<file path="config.mk">
export PLATFORM = sky130hd
export DESIGN_NAME = tdc_meas_ctrl
export DESIGN_NICKNAME = d
export VERILOG_FILES = /design/src/rtl/tdc_meas_ctrl.sv
export SDC_FILE = /design/constraint.sdc
export NUM_CORES = 1
export LEC_CHECK = 0
export ABC_AREA = 0
export CORE_UTILIZATION = 50
export DETAILED_ROUTE_END_ITERATION = 12
export GPL_TIMING_DRIVEN = 0
export PLACE_DENSITY = 0.75
export SYNTH_ARGS = -nofsm -noshare
export SYNTH_HDL_FRONTEND = slang
export SYNTH_SLANG_ARGS = --single-unit
</file>
<file path="constraint.sdc">
create_clock -name clk -period 3.3 [get_ports clk]
set_input_delay 0.495 -clock clk [delete_from_list [all_inputs] [get_ports clk]]
set_output_delay 0.495 -clock clk [all_outputs]
set_load 0.02 [all_outputs]
</file>
<file path="src/rtl/tdc_meas_ctrl.sv">
// ============================================================================
// tdc_meas_ctrl
// ----------------------------------------------------------------------------
// Measurement sequencer for a delay-line TDC. A run is started from IDLE with
// `start`. For every sample the controller:
//   SETUP   - drops launch/capture for one cycle so the TDC sees a fresh edge
//   LAUNCH  - raises tdc_clk_launch and holds it for gap_eff cycles
//   CAPTURE - raises tdc_clk_capture together with a one-cycle tdc_val_in
//   WAIT    - waits (bounded by TIMEOUT cycles) for tdc_val_out
//   ACCUM   - folds the captured Hamming weight into sum/min/max/count and
//             flips tdc_pg_tog
// When the requested number of samples has been accumulated, or a sample
// times out, the run ends in DONE with a one-cycle `done` pulse. Results stay
// on the outputs until the next accepted start.
//
// Ports
//   clk, rst_n             clock (rising edge), synchronous active-low reset
//   start                  run request, only looked at in IDLE
//   cfg_gap                launch-to-capture spacing in cycles (0 acts as 1)
//   cfg_nsamp              samples per run (0 acts as 256)
//   cfg_pg_src/_bypass/_in pulse-generator statics, latched at run start
//   tdc_clk_launch/capture launch and capture edges to the TDC
//   tdc_pg_src/_bypass/_in latched pulse-generator statics to the TDC
//   tdc_pg_tog             toggles once per accumulated sample
//   tdc_val_in             one-cycle sample strobe to the TDC
//   tdc_hw, tdc_val_out    TDC result and its valid flag
//   busy, done             run in progress / one-cycle end-of-run pulse
//   timeout_err            the run ended because a sample never came back
//   sum, min_hw, max_hw    accumulated statistics of the run
//   count                  number of accumulated samples (up to 256)
//
// Every output is a flop; the FSM writes the output values that belong to the
// state it is entering, so the outputs line up with the state register.
// ============================================================================
module tdc_meas_ctrl #(
    parameter int HW_W    = 7,
    parameter int TIMEOUT = 255
) (
    input  logic            clk,
    input  logic            rst_n,
    input  logic            start,
    input  logic [7:0]      cfg_gap,
    input  logic [7:0]      cfg_nsamp,
    input  logic            cfg_pg_src,
    input  logic            cfg_pg_bypass,
    input  logic            cfg_pg_in,
    output logic            tdc_clk_launch,
    output logic            tdc_clk_capture,
    output logic            tdc_pg_src,
    output logic            tdc_pg_bypass,
    output logic            tdc_pg_in,
    output logic            tdc_pg_tog,
    output logic            tdc_val_in,
    input  logic [HW_W-1:0] tdc_hw,
    input  logic            tdc_val_out,
    output logic            busy,
    output logic            done,
    output logic            timeout_err,
    output logic [HW_W+7:0] sum,
    output logic [HW_W-1:0] min_hw,
    output logic [HW_W-1:0] max_hw,
    output logic [8:0]      count
);

    typedef enum logic [2:0] {
        S_IDLE,
        S_SETUP,
        S_LAUNCH,
        S_CAPTURE,
        S_WAIT,
        S_ACCUM,
        S_DONE
    } state_t;

    // Last value of the WAIT counter before the sample is declared lost;
    // the counter starts at 0 on the first WAIT cycle, so WAIT lasts exactly
    // TIMEOUT cycles when no result arrives.
    localparam logic [7:0] WAIT_LAST = 8'(TIMEOUT - 1);

    state_t          state_reg;
    logic [7:0]      gap_eff_reg;    // 1..255, latched at start
    logic [8:0]      nsamp_eff_reg;  // 1..256, latched at start
    logic [7:0]      phase_cnt_reg;  // LAUNCH length counter, reused as WAIT counter
    logic [HW_W-1:0] hw_reg;         // result captured in WAIT, consumed in ACCUM

    logic [8:0]      count_next;

    // Sample count after the current ACCUM; decides whether another sample
    // is needed without waiting for the count register to update.
    assign count_next = count + 9'd1;

    always_ff @(posedge clk) begin
        if (!rst_n) begin
            state_reg       <= S_IDLE;
            gap_eff_reg     <= 8'd1;
            nsamp_eff_reg   <= 9'd1;
            phase_cnt_reg   <= 8'd0;
            hw_reg          <= '0;
            tdc_clk_launch  <= 1'b0;
            tdc_clk_capture <= 1'b0;
            tdc_pg_src      <= 1'b0;
            tdc_pg_bypass   <= 1'b0;
            tdc_pg_in       <= 1'b0;
            tdc_pg_tog      <= 1'b0;
            tdc_val_in      <= 1'b0;
            busy            <= 1'b0;
            done            <= 1'b0;
            timeout_err     <= 1'b0;
            sum             <= '0;
            min_hw          <= '1;
            max_hw          <= '0;
            count           <= 9'd0;
        end else begin
            case (state_reg)
                S_IDLE: begin
                    done <= 1'b0;
                    busy <= 1'b0;
                    if (start) begin
                        state_reg     <= S_SETUP;
                        busy          <= 1'b1;
                        gap_eff_reg   <= (cfg_gap == 8'd0) ? 8'd1 : cfg_gap;
                        nsamp_eff_reg <= (cfg_nsamp == 8'd0) ? 9'd256 : {1'b0, cfg_nsamp};
                        tdc_pg_src    <= cfg_pg_src;
                        tdc_pg_bypass <= cfg_pg_bypass;
                        tdc_pg_in     <= cfg_pg_in;
                        // Statistics of the previous run are only dropped now,
                        // so they stay readable while idle.
                        sum           <= '0;
                        count         <= 9'd0;
                        min_hw        <= '1;
                        max_hw        <= '0;
                        timeout_err   <= 1'b0;
                        tdc_clk_launch  <= 1'b0;
                        tdc_clk_capture <= 1'b0;
                        tdc_val_in      <= 1'b0;
                    end
                end

                S_SETUP: begin
                    state_reg      <= S_LAUNCH;
                    phase_cnt_reg  <= 8'd0;
                    tdc_clk_launch <= 1'b1;
                end

                S_LAUNCH: begin
                    if (phase_cnt_reg == gap_eff_reg - 8'd1) begin
                        state_reg       <= S_CAPTURE;
                        tdc_clk_capture <= 1'b1;
                        tdc_val_in      <= 1'b1;
                    end else begin
                        phase_cnt_reg <= phase_cnt_reg + 8'd1;
                    end
                end

                S_CAPTURE: begin
                    state_reg     <= S_WAIT;
                    tdc_val_in    <= 1'b0;
                    phase_cnt_reg <= 8'd0;
                end

                S_WAIT: begin
                    // A result on the last allowed cycle still counts: the
                    // valid check has priority over the timeout check.
                    if (tdc_val_out) begin
                        state_reg       <= S_ACCUM;
                        hw_reg          <= tdc_hw;
                        tdc_clk_launch  <= 1'b0;
                        tdc_clk_capture <= 1'b0;
                    end else if (phase_cnt_reg == WAIT_LAST) begin
                        state_reg       <= S_DONE;
                        timeout_err     <= 1'b1;
                        done            <= 1'b1;
                        tdc_clk_launch  <= 1'b0;
                        tdc_clk_capture <= 1'b0;
                    end else begin
                        phase_cnt_reg <= phase_cnt_reg + 8'd1;
                    end
                end

                S_ACCUM: begin
                    sum        <= sum + {8'd0, hw_reg};
                    count      <= count_next;
                    tdc_pg_tog <= ~tdc_pg_tog;
                    if (hw_reg < min_hw) begin
                        min_hw <= hw_reg;
                    end
                    if (hw_reg > max_hw) begin
                        max_hw <= hw_reg;
                    end
                    if (count_next < nsamp_eff_reg) begin
                        state_reg <= S_SETUP;
                    end else begin
                        state_reg <= S_DONE;
                        done      <= 1'b1;
                    end
                end

                S_DONE: begin
                    state_reg <= S_IDLE;
                    done      <= 1'b0;
                    busy      <= 1'b0;
                end

                default: begin
                    state_reg       <= S_IDLE;
                    busy            <= 1'b0;
                    done            <= 1'b0;
                    tdc_clk_launch  <= 1'b0;
                    tdc_clk_capture <= 1'b0;
                    tdc_val_in      <= 1'b0;
                end
            endcase
        end
    end

endmodule

</file>
==> impl_summary.md, run 1 <==
STA
The count of endpoints failing hold in the final timing report was 0. Setup total negative slack on the finished layout was measured at 0 ns. For the pin with the worst max-slew slack, the measured transition is 0.690 ns. The worst setup skew after layout is 0.0173 ns.

Setup violations remaining at the end of the flow were counted as 0. Setup repair after global routing left no endpoint under its margin. After layout, the minimum clock period comes to 3.07 ns. For this run, the top clock speed supported by timing is 0.326 GHz.

The number of slew-limit violations in the final report came to 0. The normalized max-slew margin is 53.8%. The final critical path takes up 93.1% of the cycle. In the post-route analysis, the smallest setup slack over all paths is 0.229 ns.

Final layout
The share of final-layout standard cells stronger than drive strength 1 is 5.79%. The area overhead of the layout relative to synthesis is 23.6%. The combined area of the multi-input logic cells is 2930 µm².

The net count of the finished layout is 731. The flip-flop count of the largest register, all copies and words added is 15. Leaving out fill and tap cells, the most frequent cell in the layout is sky130_fd_sc_hd__dfxtp_1. Across the whole layout, storage elements account for 1660 µm².

The number of fill cells in the layout is 815. 0 antenna diodes ended up in the layout. The top cell types in the final layout, fill and taps aside, are sky130_fd_sc_hd__dfxtp_1, sky130_fd_sc_hd__clkdlybuf4s50_1, sky130_fd_sc_hd__nand2_1, sky130_fd_sc_hd__nand3_1, sky130_fd_sc_hd__ha_1. The share of the core filled with cells is 64.2%.

Floorplanning
The die height is 100 µm. The floorplan step defined a core boundary enclosing 9330 µm². The area of the die is 10100 µm².

Once the floorplan was initialized, standard cells occupied 52.0% of the core. The total number of placement rows is 35. The horizontal die dimension is 100 µm.

For this design the top-level I/O count stands at 78.

Synth
The post-synthesis async set-or-reset flop share is 0%. In this run the mean area of a mapped cell was 8.35 µm². The synthesized netlist occupies a cell area of 4850 µm². Sequential cells were found to cover 34.3% of the synthesized design area. The net count after synthesis is 643.

The count of yosys warnings during synthesis is 0. Counting distinct cell types in the post-synthesis netlist gives 66. The flip-flop and latch count after synthesis is 83. The number of synthesized flops with an enable pin is 0. The flip-flop cell with the highest count after synthesis is sky130_fd_sc_hd__dfxtp_1.

By area the synthesized netlist is led by sky130_fd_sc_hd__dfxtp_1, sky130_fd_sc_hd__ha_1, sky130_fd_sc_hd__nand2_1, sky130_fd_sc_hd__mux2i_1, sky130_fd_sc_hd__a21boi_0. Of all cell types, the one taking the most synthesized area is sky130_fd_sc_hd__dfxtp_1. The top cell type's share of synthesized area is 34.3%. The number of standard cells after synthesis is 580.

Power
The clock network accounts for 35.8% of the total power. Sequential cells burn 48.2% of the power. The worst ir drop on vdd is 0.223 mV. The analysis attributes to net switching a power of 635 µW.

The total power of the final layout is 2200 µW. The share of power burned in combinational logic is 16.0%. Internal power comes to 1570 µW. The net switching fraction of the power is 28.8%. The ratio of total power to cell area is 368 nW/µm². The leakage power of the design is 0.00231 µW.

Placement
The congestion estimate from routability-driven global placement came to 0.889. The number of input and output port buffers inserted is 77. Once detailed placement completed, the half-perimeter wirelength came to 9340 µm. Before CTS, the worst setup slack after placement is 0.396 ns.

Routing
The final layout contains routed wiring with a total length of 12500 µm. The total routed wire length on the met1 layer is 5660 µm. The average detailed-routed wire length per instance is 15.5 µm. The total via count after detailed routing is 4481. Summed over all nets, wire length on met3 after detailed routing comes to 594 µm. The routed length on met2 is 5990 µm. The number of search-and-repair iterations in the first detailed-routing pass is 4. In this run the top signal layer used is met4. The detail route stage leaves a number of antenna-violating nets equal to 0. In the routed layout, each cell is associated on average with a via count of 5.59. The count of unresolved DRC violations after routing is 0.

In this run, the number of DRC markers left after iteration 0 of detailed routing was 133.

Worst hold path
The class of the tightest hold or removal check is register to register. In this run the most critical hold path is launched from nsamp_eff_reg[1]$_SDFFE_PN0P_.

GRT
The global-route wire length before repair is 20100 µm. Entering global routing, the biggest net connects 15 pins. The total congestion overflow is 0. The via count of the first global-routing pass is 4243.

The number of antenna violations at the first check in global routing is 0. The overall routing resource usage is 25.4%.

Clock network
The tree built by TritonCTS fans out to 83 sinks. For this design, the CTS-stage hold fixing added 0 buffers. The clock-pin slew reported for the worst setup and hold paths after clock tree synthesis is 0.09 ns. The number of instances resized during post-cts repair is 0.

The number of setup buffers added after CTS is 0. The number of H-tree branching levels is 3. Clock tree synthesis inserted a total of 9 buffers.

The clock latency reported for the late side of the worst-skew pair is 0.36 ns. TritonCTS built the clock tree. The clock passes through at most 2 buffers. The cell sitting at the root of the clock tree is a sky130_fd_sc_hd__clkbuf_8.

Run status
The run finished with clean final reports.

Worst setup path
At the worst endpoint, the arrival time is 3.31 ns. The critical path class is register to register. In this run the worst path has a maximum fanout of 6.

STA classifies the critical path endpoint as a register. The category of the worst setup path launch point is a register. The required time at the endpoint of the critical path is 3.54 ns.

In this run the worst setup path terminates at state_reg[1]$_SDFFE_PN0P_. The destination of the worst register-to-register timing path is state_reg[1]$_SDFFE_PN0P_. The launching point of the worst reg2reg path is count[0]$_SDFFE_PN0P_. The worst setup path startpoint is count[0]$_SDFFE_PN0P_. The depth of the most critical reg-to-reg path is 12. The worst reg-to-reg setup slack is 0.23 ns.

Run
The count of maximum capacitance violations is 0.
## synthesized netlist by cell type, types with 3 or more instances
master,instances
sky130_fd_sc_hd__o211ai_1,4
sky130_fd_sc_hd__nor4_1,4
sky130_fd_sc_hd__clkbuf_1,22
sky130_fd_sc_hd__a21oi_1,24
sky130_fd_sc_hd__nand3_1,32
sky130_fd_sc_hd__and2_1,10
sky130_fd_sc_hd__nand2_1,74
sky130_fd_sc_hd__a21boi_0,31
sky130_fd_sc_hd__nor3b_1,3
sky130_fd_sc_hd__mux2i_1,24
sky130_fd_sc_hd__nor2_1,21
sky130_fd_sc_hd__o21a_1,3
sky130_fd_sc_hd__nand4_1,13
sky130_fd_sc_hd__or4_1,3
sky130_fd_sc_hd__and3_1,14
sky130_fd_sc_hd__ha_1,32
sky130_fd_sc_hd__o21ai_1,9
sky130_fd_sc_hd__nor2b_1,21
sky130_fd_sc_hd__buf_2,5
sky130_fd_sc_hd__nand2b_1,4
sky130_fd_sc_hd__o21ai_0,20
sky130_fd_sc_hd__dfxtp_1,83
sky130_fd_sc_hd__a21o_1,3
sky130_fd_sc_hd__or3_1,11
sky130_fd_sc_hd__nand3b_1,3
sky130_fd_sc_hd__nor3_1,8
sky130_fd_sc_hd__inv_1,28
sky130_fd_sc_hd__xor2_1,12
sky130_fd_sc_hd__xnor2_1,10
## power by group through the flow
stage / logic (µW) / registers, µW / clock network (µW)
3_5_place_dp: 348 / 1090 / 0
5_1_grt: 388 / 1070 / 836
3_3_place_gp: 340 / 1080 / 0
6_report: 352 / 1060 / 789
4_1_cts: 350 / 1060 / 795
2_1_floorplan: 217 / 1090 / 0
## layer usage
| metal | vias to the layer above | global-route usage [%] |
|---|---|---|
| met2 | 117 | 43.2 |
| li1 | 2225 | - |
| met1 | 2120 | 32.7 |
| met4 | 0 | 8.58 |
| met3 | 19 | 3.97 |
| met5 | - | 0 |
## final cells by class
class	instances	area share (%)
plain buffers	31	2.30
repair buffers	77	12.9
inverters	30	1.88
flip-flops and latches	83	27.7
clock buffers	11	2.53
well taps	129	2.69
multi-input cells	436	49.0
clock inverters	5	1.02
## metrics by stage
stage / cell area (µm²) / hold WS [ns] / cells
after detailed placement: 5780 / 0.463 / 786
final: 5990 / 0.470 / 802
after global routing: 5990 / 0.491 / 802
after global placement: 5780 / 0.453 / 786
after CTS: 5990 / 0.474 / 802
after floorplan: 4850 / 0.440 / 580
## logic make-up (layout without fill, tap and decap cells)
kind of cell    Yosys count  in the layout  share of synthesized area [%]
fa+ha+maj                33             33                           8.68
buf+inv                  61            154                           5.16
xor+xnor                 22             22                           3.98
simple gates            234            234                           25.3
mux                      24             24                           4.96
compound gates          123            123                           17.6
flops                    83             83                           34.3
## worst min path at each step
| stage | end | cells past startpoint | slack (ns) |
|---|---|---|---|
| global placement | tdc_pg_bypass$_SDFFE_PN0P_ | 2 | 0.45 |
| detailed placement | nsamp_eff_reg[4]$_SDFFE_PN0P_ | 2 | 0.46 |
| CTS | nsamp_eff_reg[4]$_SDFFE_PN0P_ | 2 | 0.47 |
| finish | nsamp_eff_reg[1]$_SDFFE_PN0P_ | 2 | 0.47 |
| global route | nsamp_eff_reg[7]$_SDFFE_PN0P_ | 2 | 0.49 |
| floorplan | nsamp_eff_reg[0]$_SDFFE_PN1P_ | 2 | 0.44 |
## worst max-delay path, stage by stage (launching register included)
cell and delay [ns]:
sky130_fd_sc_hd__dfxtp_1 0.43, sky130_fd_sc_hd__ha_1 0.26, sky130_fd_sc_hd__and3_1 0.17, sky130_fd_sc_hd__clkbuf_1 0.21, sky130_fd_sc_hd__nand3_1 0.17, sky130_fd_sc_hd__xnor2_1 0.17
sky130_fd_sc_hd__ha_1 0.31, sky130_fd_sc_hd__nand2_1 0.08, sky130_fd_sc_hd__nor2_1 0.04, sky130_fd_sc_hd__a2111oi_0 0.51, sky130_fd_sc_hd__a21oi_1 0.25, sky130_fd_sc_hd__o31ai_1 0.26
sky130_fd_sc_hd__a21oi_1 0.10
(Power assumes the default switching activity.)
==> run 2: changes to the inputs <==
- ABC_AREA: 0 -> 1
- GPL_ROUTABILITY_DRIVEN: not set -> 0
- PLACE_DENSITY: 0.75 -> 0.76
==> impl_summary.md, run 2 <==
Run status
The run finished with clean final reports.

GRT
The maximum number of pins on one net before global-route repair is 14. The total congestion overflow is 0. Across every metal layer, demand over resource in global routing totals 25.4%. The number of antenna violations at the first check in global routing was 0. The global-route wire length before repair is 19900 µm. The via count of the first global-routing pass is 4290.

Final layout
0 antenna diodes ended up in the layout. The register with the most flip-flops in the layout has 15 of them. Of the cells placed in the final design, the portion with a size suffix greater than 1 is 8.97%. The final layout net count is 806. Measured on the finished design, the core utilization comes to 63.4%. The library cell used most frequently in the layout, excluding fill and tap cells, is sky130_fd_sc_hd__nand2_1.

After filler insertion, the fill cell instance count of the layout stands at 843. Leaving out filler cells and counting taps, the final layout contains 858. The library cells used most frequently in the layout, excluding fill and tap cells, are sky130_fd_sc_hd__nand2_1, sky130_fd_sc_hd__dfxtp_1, sky130_fd_sc_hd__a21oi_1, sky130_fd_sc_hd__clkdlybuf4s50_1, sky130_fd_sc_hd__inv_1. Once layout is done, the placed cells without fillers occupy 5830 µm².

The area overhead of the layout relative to synthesis is 23.3%.

Routing
After detailed routing, the number of vias per cell comes to 5.45. The average detailed-routed wire length per instance is 14.1 µm. The final antenna-violating net count is 0.

The number of search-and-repair iterations in the first detailed-routing pass is 5. The count of unresolved DRC violations after routing is 0. The detailed router placed 4680 vias in this run. The routed design has 12100 µm of wire.

The first routing iteration left 233 violations.

Floorplanning
The horizontal die dimension is 99.3 µm. Pin placement for this block handled 78 I/O pins. The starting density of the core is 51.4%.

The floorplan has 35 rows. The die height is 99.3 µm. The die covers 9850 µm². In this run the standard cell core region covers 9200 µm².

Synth
The commonest cells after synthesis are sky130_fd_sc_hd__nand2_1, sky130_fd_sc_hd__dfxtp_1, sky130_fd_sc_hd__a21oi_1, sky130_fd_sc_hd__inv_1, sky130_fd_sc_hd__nand3_1. The flip-flop cell with the highest count after synthesis is sky130_fd_sc_hd__dfxtp_1. The top cell type's share of synthesized area is 35.1%. The sequential-to-total area share from yosys stat is 35.1%.

Yosys mapped a number of flops with a built-in enable equal to 0. Synthesis produced a netlist with a net count of 719. The leading cell type by number of instances after synthesis is sky130_fd_sc_hd__nand2_1. The number of different library cells in the post-synthesis netlist is 44.

The most area-hungry cell type in the Yosys netlist is sky130_fd_sc_hd__dfxtp_1. The flip-flop and latch count after synthesis is 83. In this run the cell area of the synthesized design comes to 4730 µm². After technology mapping, the gate count stands at 656. The post-synthesis async set-or-reset flop share is 0%. Sorting the synthesized cells by area gives the leading types as sky130_fd_sc_hd__dfxtp_1, sky130_fd_sc_hd__nand2_1, sky130_fd_sc_hd__ha_1, sky130_fd_sc_hd__a21oi_1, sky130_fd_sc_hd__nand3_1. During synthesis, Yosys emitted a total of 0 warnings.

After synthesis, the mean cell area works out to 7.21 µm².

Worst hold path
The path with the worst hold slack has its endpoint at nsamp_eff_reg[1]$_SDFFE_PN0P_. The startpoint identified for the worst hold timing path is nsamp_eff_reg[1]$_SDFFE_PN0P_. Along the worst hold path, the cell count comes to 2.

The class of the tightest hold or removal check is register to register.

Clock network
Clock-pin slew was measured on the worst setup and hold paths at 0.09 ns. The clock tree from TritonCTS is built. Counting every sink on the clock net gives 83. The clock latency reported for the late side of the worst-skew pair is 0.36 ns. The number of instances resized during post-cts repair is 0. In this run the deepest clock path goes through 2 buffers. The number of H-tree branching levels is 3. Buffers inserted during clock tree synthesis total 9. The number of buffers inserted to repair setup after CTS is 0. In this run the clock root is driven by a sky130_fd_sc_hd__clkbuf_8. Buffers inserted to repair hold after CTS numbered 0.

Worst setup path
The worst setup path is launched from a register. The launching point of the worst reg2reg path is count[0]$_SDFFE_PN0P_. The slowest stage of the critical path belongs to the cell sky130_fd_sc_hd__dfxtp_1. The depth of the most critical reg-to-reg path is 14.

The worst reg-to-reg setup slack is 0.64 ns. At the worst endpoint, the arrival time is 2.92 ns. The destination of the worst register-to-register timing path is state_reg[1]$_SDFFE_PN0P_. Along the worst path, the maximum fanout reaches 6. The signal on the critical path passes through ha_1 -> nand3_1 -> nand3b_1 -> nor2_1 -> nand2_1 -> xnor2_1 -> ha_1 -> a21oi_1 -> o21a_1 -> nand3_1 -> a21oi_1 -> o21ai_1 -> nand2_1 -> inv_1. For the worst setup path, the data required time is 3.55 ns. The critical path in this run is classified as register to register. The longest individual stage delay on the worst path is 0.49 ns. The type of element capturing the critical path is a register.

STA
The number of slew-limit violations in the final report was 0. The number of setup violations in the final report is 0. The worst setup skew after layout is 0.0116 ns. Counting I/O delays and the setup requirement, the final critical path takes 2.66 ns. The normalized max-slew margin is 54.1%. The measured slew at the worst slew-check pin is 0.689 ns. Setup slack closes at 0.636 ns. The count of endpoints failing hold in the final timing report is 0.

The highest achievable clock rate is 0.375 GHz. The worst path uses 80.7% of the clock period. The setup TNS after final layout is 0 ns. Setup repair after global routing left no endpoint under its margin.

Placement
Timing analysis after detailed placement gives a worst setup slack of 0.734 ns. The HPWL after detailed placement is 9250 µm. The number of input and output port buffers inserted is 76.

The instance count after placement with tap cells included is 843. Summing all placed instances gives a cell area of 5630 µm².

Power
VDD sags by at most 0.356 mV. The leakage power of the design is 0.00247 µW. The ratio of total power to cell area is 567 nW/µm².

Run
Max-cap violations in this run came to 0.
-- run 2: cell families after synthesis --
| logic type | share of synthesized area [%] |
|---|---|
| xor gates and xnor gates | 2.59 |
| AOI/OAI and AO/OA | 17.9 |
| DFF | 35.1 |
| adders and majority gates | 8.89 |
| buffers and inverters | 8.44 |
| and+or+nand+nor | 27.1 |
-- run 2: worst max-delay path: cells and delay by family (launching register included) --
family | cells | cell delay (ns)
AOI/OAI and AO/OA | 4 | 0.53
xor gates and xnor gates | 1 | 0.22
adders and majority gates | 2 | 0.54
buffers and inverters | 1 | 0.04
DFF | 1 | 0.49
and+or+nand+nor | 6 | 0.72
-- run 2: layout make-up --
class                   instances  area, µm²  share of cell area (%)
repair buffers                 76        761                    13.0
plain buffers                  21        109                    1.87
inverters                      76        290                    4.98
flip-flops and latches         83       1660                    28.5
clock buffers                  11        151                    2.60
well taps                     111        139                    2.38
multi-input cells             476       2670                    45.8
clock inverters                 4       50.0                   0.858
-- run 2: report_power, final --
part / internal (µW) / total [µW] / leakage [µW] / switching [µW]
Sequential: 1150 / 1260 / 0.000676 / 116
Combinational: 457 / 1290 / 0.00170 / 829
Clock: 386 / 758 / 0.0000974 / 372
Total: 1990 / 3310 / 0.00247 / 1320
-- run 2: per-stage QoR --
| step | hold WS [ns] | power [µW] |
|---|---|---|
| after floorplan | 0.429 | 2160 |
| after global placement | 0.442 | 2530 |
| after detailed placement | 0.448 | 2560 |
| after CTS | 0.473 | 3310 |
| after global routing | 0.488 | 3510 |
| final | 0.470 | 3310 |
-- run 2: worst max-delay path by stage --
stage | cells past startpoint | slack (ns) | from | endpoint
after floorplan | 14 | 0.95 | count[0]$_SDFFE_PN0P_ | state_reg[1]$_SDFFE_PN0P_
after global placement | 14 | 0.80 | count[0]$_SDFFE_PN0P_ | state_reg[1]$_SDFFE_PN0P_
after detailed placement | 14 | 0.73 | count[0]$_SDFFE_PN0P_ | state_reg[1]$_SDFFE_PN0P_
after CTS | 14 | 0.70 | count[0]$_SDFFE_PN0P_ | state_reg[1]$_SDFFE_PN0P_
after global routing | 12 | 0.50 | count[0]$_SDFFE_PN0P_ | state_reg[2]$_SDFFE_PN0P_
final | 14 | 0.64 | count[0]$_SDFFE_PN0P_ | state_reg[1]$_SDFFE_PN0P_
-- run 2: per-layer routing --
layer  GRT usage [%]  wire (µm)  up-vias
li1                -          -     2366
met1            31.6       5310     2182
met2            45.9       6040      121
met3            3.51        596       11
met4            6.67        150        0
met5               0          0        -
==> run 3: changes to the inputs <==
- CORE_UTILIZATION: 50 -> 49
- PLACE_DENSITY: 0.76 -> 0.77
- clock period: 3.3 -> 2.43 ns (I/O delays scaled with it)
==> impl_summary.md, run 3 (synthesized netlist as in run 2, its figures left out) <==
Run status
The flow ran to the end, and the final reports show no timing, DRC or antenna violations.

GRT
The number of antenna violations at the first check in global routing came to 0. Global routing used 26.1% of the available tracks across all layers. Entering global routing, the biggest net connects 14 pins. The global-route wire length before repair is 20800 µm. The total congestion overflow is 0. The via count of the first global-routing pass is 4441.

Worst setup path
STA classifies the critical path startpoint as a register. By startpoint and endpoint, the worst setup path is classified as register to register. Measured in cells, the most critical reg-to-reg path has a length of 14.

STA classifies the critical path endpoint as a register. The worst register-to-register path ends at state_reg[1]$_SDFFE_PN0P_. For the worst setup path, the data required time is 2.68 ns. At the worst endpoint, the arrival time is 2.65 ns. The worst reg-to-reg setup slack is 0.04 ns. In this run the worst path has a maximum fanout of 5. The launching point of the worst reg2reg path is count[0]$_SDFFE_PN0P_.

Final layout
The number of cells in the finished layout apart from fillers is 879. The flip-flop count of the largest register, all copies and words added is 15. The number of antenna diodes in the final layout is 0. The filler cells instantiated in the layout total 841. The area of all placed cells without fillers is 5930 µm². The final layout net count is 808.

From synthesis to final layout, the design area changed by 25.3%. In the layout the commonest cells are sky130_fd_sc_hd__nand2_1, sky130_fd_sc_hd__dfxtp_1, sky130_fd_sc_hd__clkdlybuf4s50_1, sky130_fd_sc_hd__a21oi_1, sky130_fd_sc_hd__inv_1. Leaving out fill and tap cells, the most frequent cell in the layout is sky130_fd_sc_hd__nand2_1.

The share of final-layout standard cells stronger than drive strength 1 is 10.4%.

Clock network
The H-tree was split into 3 levels. The clock root buffer is sky130_fd_sc_hd__clkbuf_8. The number of clock buffers added by TritonCTS is 9. In this run, post-CTS hold repair placed 0 buffers.

The clock tree from TritonCTS is built. The clock-pin slew reported for the worst setup and hold paths after clock tree synthesis is 0.09 ns. Clock tree synthesis found a total of 83 sinks. Counting along the longest clock path gives a buffer depth of 2.

The clock latency reported for the late side of the worst-skew pair is 0.36 ns.

Floorplanning
In this run the core area contains 35 standard-cell rows. In this run the vertical extent of the chip is 100 µm. The number of ports placed on the die boundary is 78. The initial utilization of the core area, before any placement, comes to 50.9%. In this run the horizontal extent of the chip is 100 µm. The area of the die is 10000 µm².

The floorplan step defined a core boundary enclosing 9280 µm².

Placement
The HPWL after detailed placement is 9530 µm. Timing analysis after detailed placement gives a worst setup slack of -0.156 ns. The cell area reported after detailed placement is 5650 µm². During placement, the flow inserted port buffers numbering 76.

The number of placed instances, taps included, is 861.

Worst hold path
The worst hold path begins at rst_n. The number of cells traversed by the worst hold path is 3. The hold-critical path endpoint is busy$_SDFFE_PN0N_. The worst hold path belongs to the class input port to register.

Routing
The average detailed-routed wire length per instance is 14.5 µm. The number of vias per cell is 5.39. The total via count after detailed routing is 4734. The number of search-and-repair iterations in the first detailed-routing pass is 5.

In the routed design, unresolved DRC markers number 0. The first routing iteration left 229 violations. The final antenna-violating net count is 0. The final wirelength is 12700 µm.

STA
The number of setup violations in the final report is 0. The count of endpoints failing hold in the final timing report is 0. The number of slew-limit violations in the final report came to 0.

The share of the clock period used by the worst path after layout is 98.5%. The measured slew at the worst slew-check pin is 0.667 ns. The worst setup skew after layout is 0.0107 ns. The worst-case setup margin in the final layout is 0.0376 ns. Setup repair after global routing could not meet its margin everywhere. Timing would allow up to 0.418 GHz.

The clock period minus final worst setup slack is 2.39 ns. The normalized max-slew margin is 55.6%.

Power
The worst-case IR drop observed on VDD is 0.397 mV. The sequential group share of total power is 37.5%. For this design the total switching power over the nets is 1830 µW.

The power share of the clock group is 23.7%. The share of power burned in combinational logic is 38.8%. The ratio of total power to cell area is 775 nW/µm². Summed over all cells, the static leakage comes to 0.00250 µW. The net switching fraction of the power is 39.8%. Internal power comes to 2760 µW.

Run
Max-cap violations in this run came to 0.
-- run 3: cell types whose count changed in the layout (fill, tap and decap cells not counted), moves of 2 or more --
cell,previous run,this run
sky130_fd_sc_hd__a21oi_2,8,10
sky130_fd_sc_hd__dfxtp_1,83,81
sky130_fd_sc_hd__nand3_1,53,51
sky130_fd_sc_hd__nand3_2,1,3
sky130_fd_sc_hd__a21oi_1,76,74
sky130_fd_sc_hd__clkbuf_1,12,14
sky130_fd_sc_hd__buf_4,2,4
sky130_fd_sc_hd__clkbuf_8,12,10
-- run 3: timing repair --
item                       4_1_cts  5_1_grt
pin swaps                        0        7
setup endpoints to repair        4        4
resized for setup                6        6
cloned                           0        0
setup buffers                    1        1
-- run 3: worst max-delay path, stage by stage, from the launching register on --
cell and delay, ns:
sky130_fd_sc_hd__dfxtp_4 0.39, sky130_fd_sc_hd__ha_4 0.15, sky130_fd_sc_hd__nand3_2 0.08, sky130_fd_sc_hd__nand3b_1 0.19, sky130_fd_sc_hd__nor2_1 0.12, sky130_fd_sc_hd__nand2_1 0.10, sky130_fd_sc_hd__xnor2_2 0.16, sky130_fd_sc_hd__ha_1 0.33
sky130_fd_sc_hd__a21oi_2 0.15, sky130_fd_sc_hd__o21a_1 0.17, sky130_fd_sc_hd__nand3_2 0.11, sky130_fd_sc_hd__a21oi_2 0.16, sky130_fd_sc_hd__o21ai_1 0.07, sky130_fd_sc_hd__nand2_1 0.06, sky130_fd_sc_hd__inv_1 0.04
-- run 3: final cells by class --
cell class                 instances  area (µm²)  area share (%)
multi-input combinational        476        2710            45.8
clock buffer                      11         131            2.22
timing repair buffer              78         776            13.1
buffer                            21         109            1.84
sequential                        83        1670            28.1
tap                              129         161            2.72
clock inverter                     5        77.6            1.31
inverter                          76         290            4.90
-- run 3: power groups by stage --
stage | sequential [µW] | combinational (µW) | clock (µW)
final | 1720 | 1780 | 1090
after global routing | 1750 | 2010 | 1160
after floorplan | 1800 | 1130 | 0
after CTS | 1720 | 1760 | 1110
after global placement | 1740 | 1690 | 0
after detailed placement | 1750 | 1740 | 0
-- run 3: worst max-delay path by stage --
stage	startpoint	to	slack, ns
2_1_floorplan	count[0]$_SDFFE_PN0P_	state_reg[1]$_SDFFE_PN0P_	0.08
3_3_place_gp	count[0]$_SDFFE_PN0P_	state_reg[1]$_SDFFE_PN0P_	-0.07
3_5_place_dp	count[0]$_SDFFE_PN0P_	state_reg[1]$_SDFFE_PN0P_	-0.16
4_1_cts	count[0]$_SDFFE_PN0P_	state_reg[1]$_SDFFE_PN0P_	0.008
5_1_grt	count[2]$_SDFFE_PN0P_	state_reg[1]$_SDFFE_PN0P_	-0.13
6_report	count[0]$_SDFFE_PN0P_	state_reg[1]$_SDFFE_PN0P_	0.04
-- run 3: stage by stage --
step	power [µW]	TNS, ns	util (%)	hold slack, ns
finish	4600	0	63.8	0.445
global route	4910	-0.419	63.8	0.490
CTS	4590	0	63.5	0.438
detailed placement	3490	-0.389	60.9	0.452
global placement	3430	-0.120	60.9	0.442
floorplan	2940	0	-	0.429
-- run 3: metal layers --
| metal | track usage [%] | wire length (µm) | up-vias |
|---|---|---|---|
| met4 | 7.69 | 197 | 0 |
| li1 | - | - | 2355 |
| met2 | 45.9 | 6420 | 143 |
| met1 | 32.8 | 5340 | 2219 |
| met5 | 0 | 0 | - |
| met3 | 4.46 | 750 | 17 |
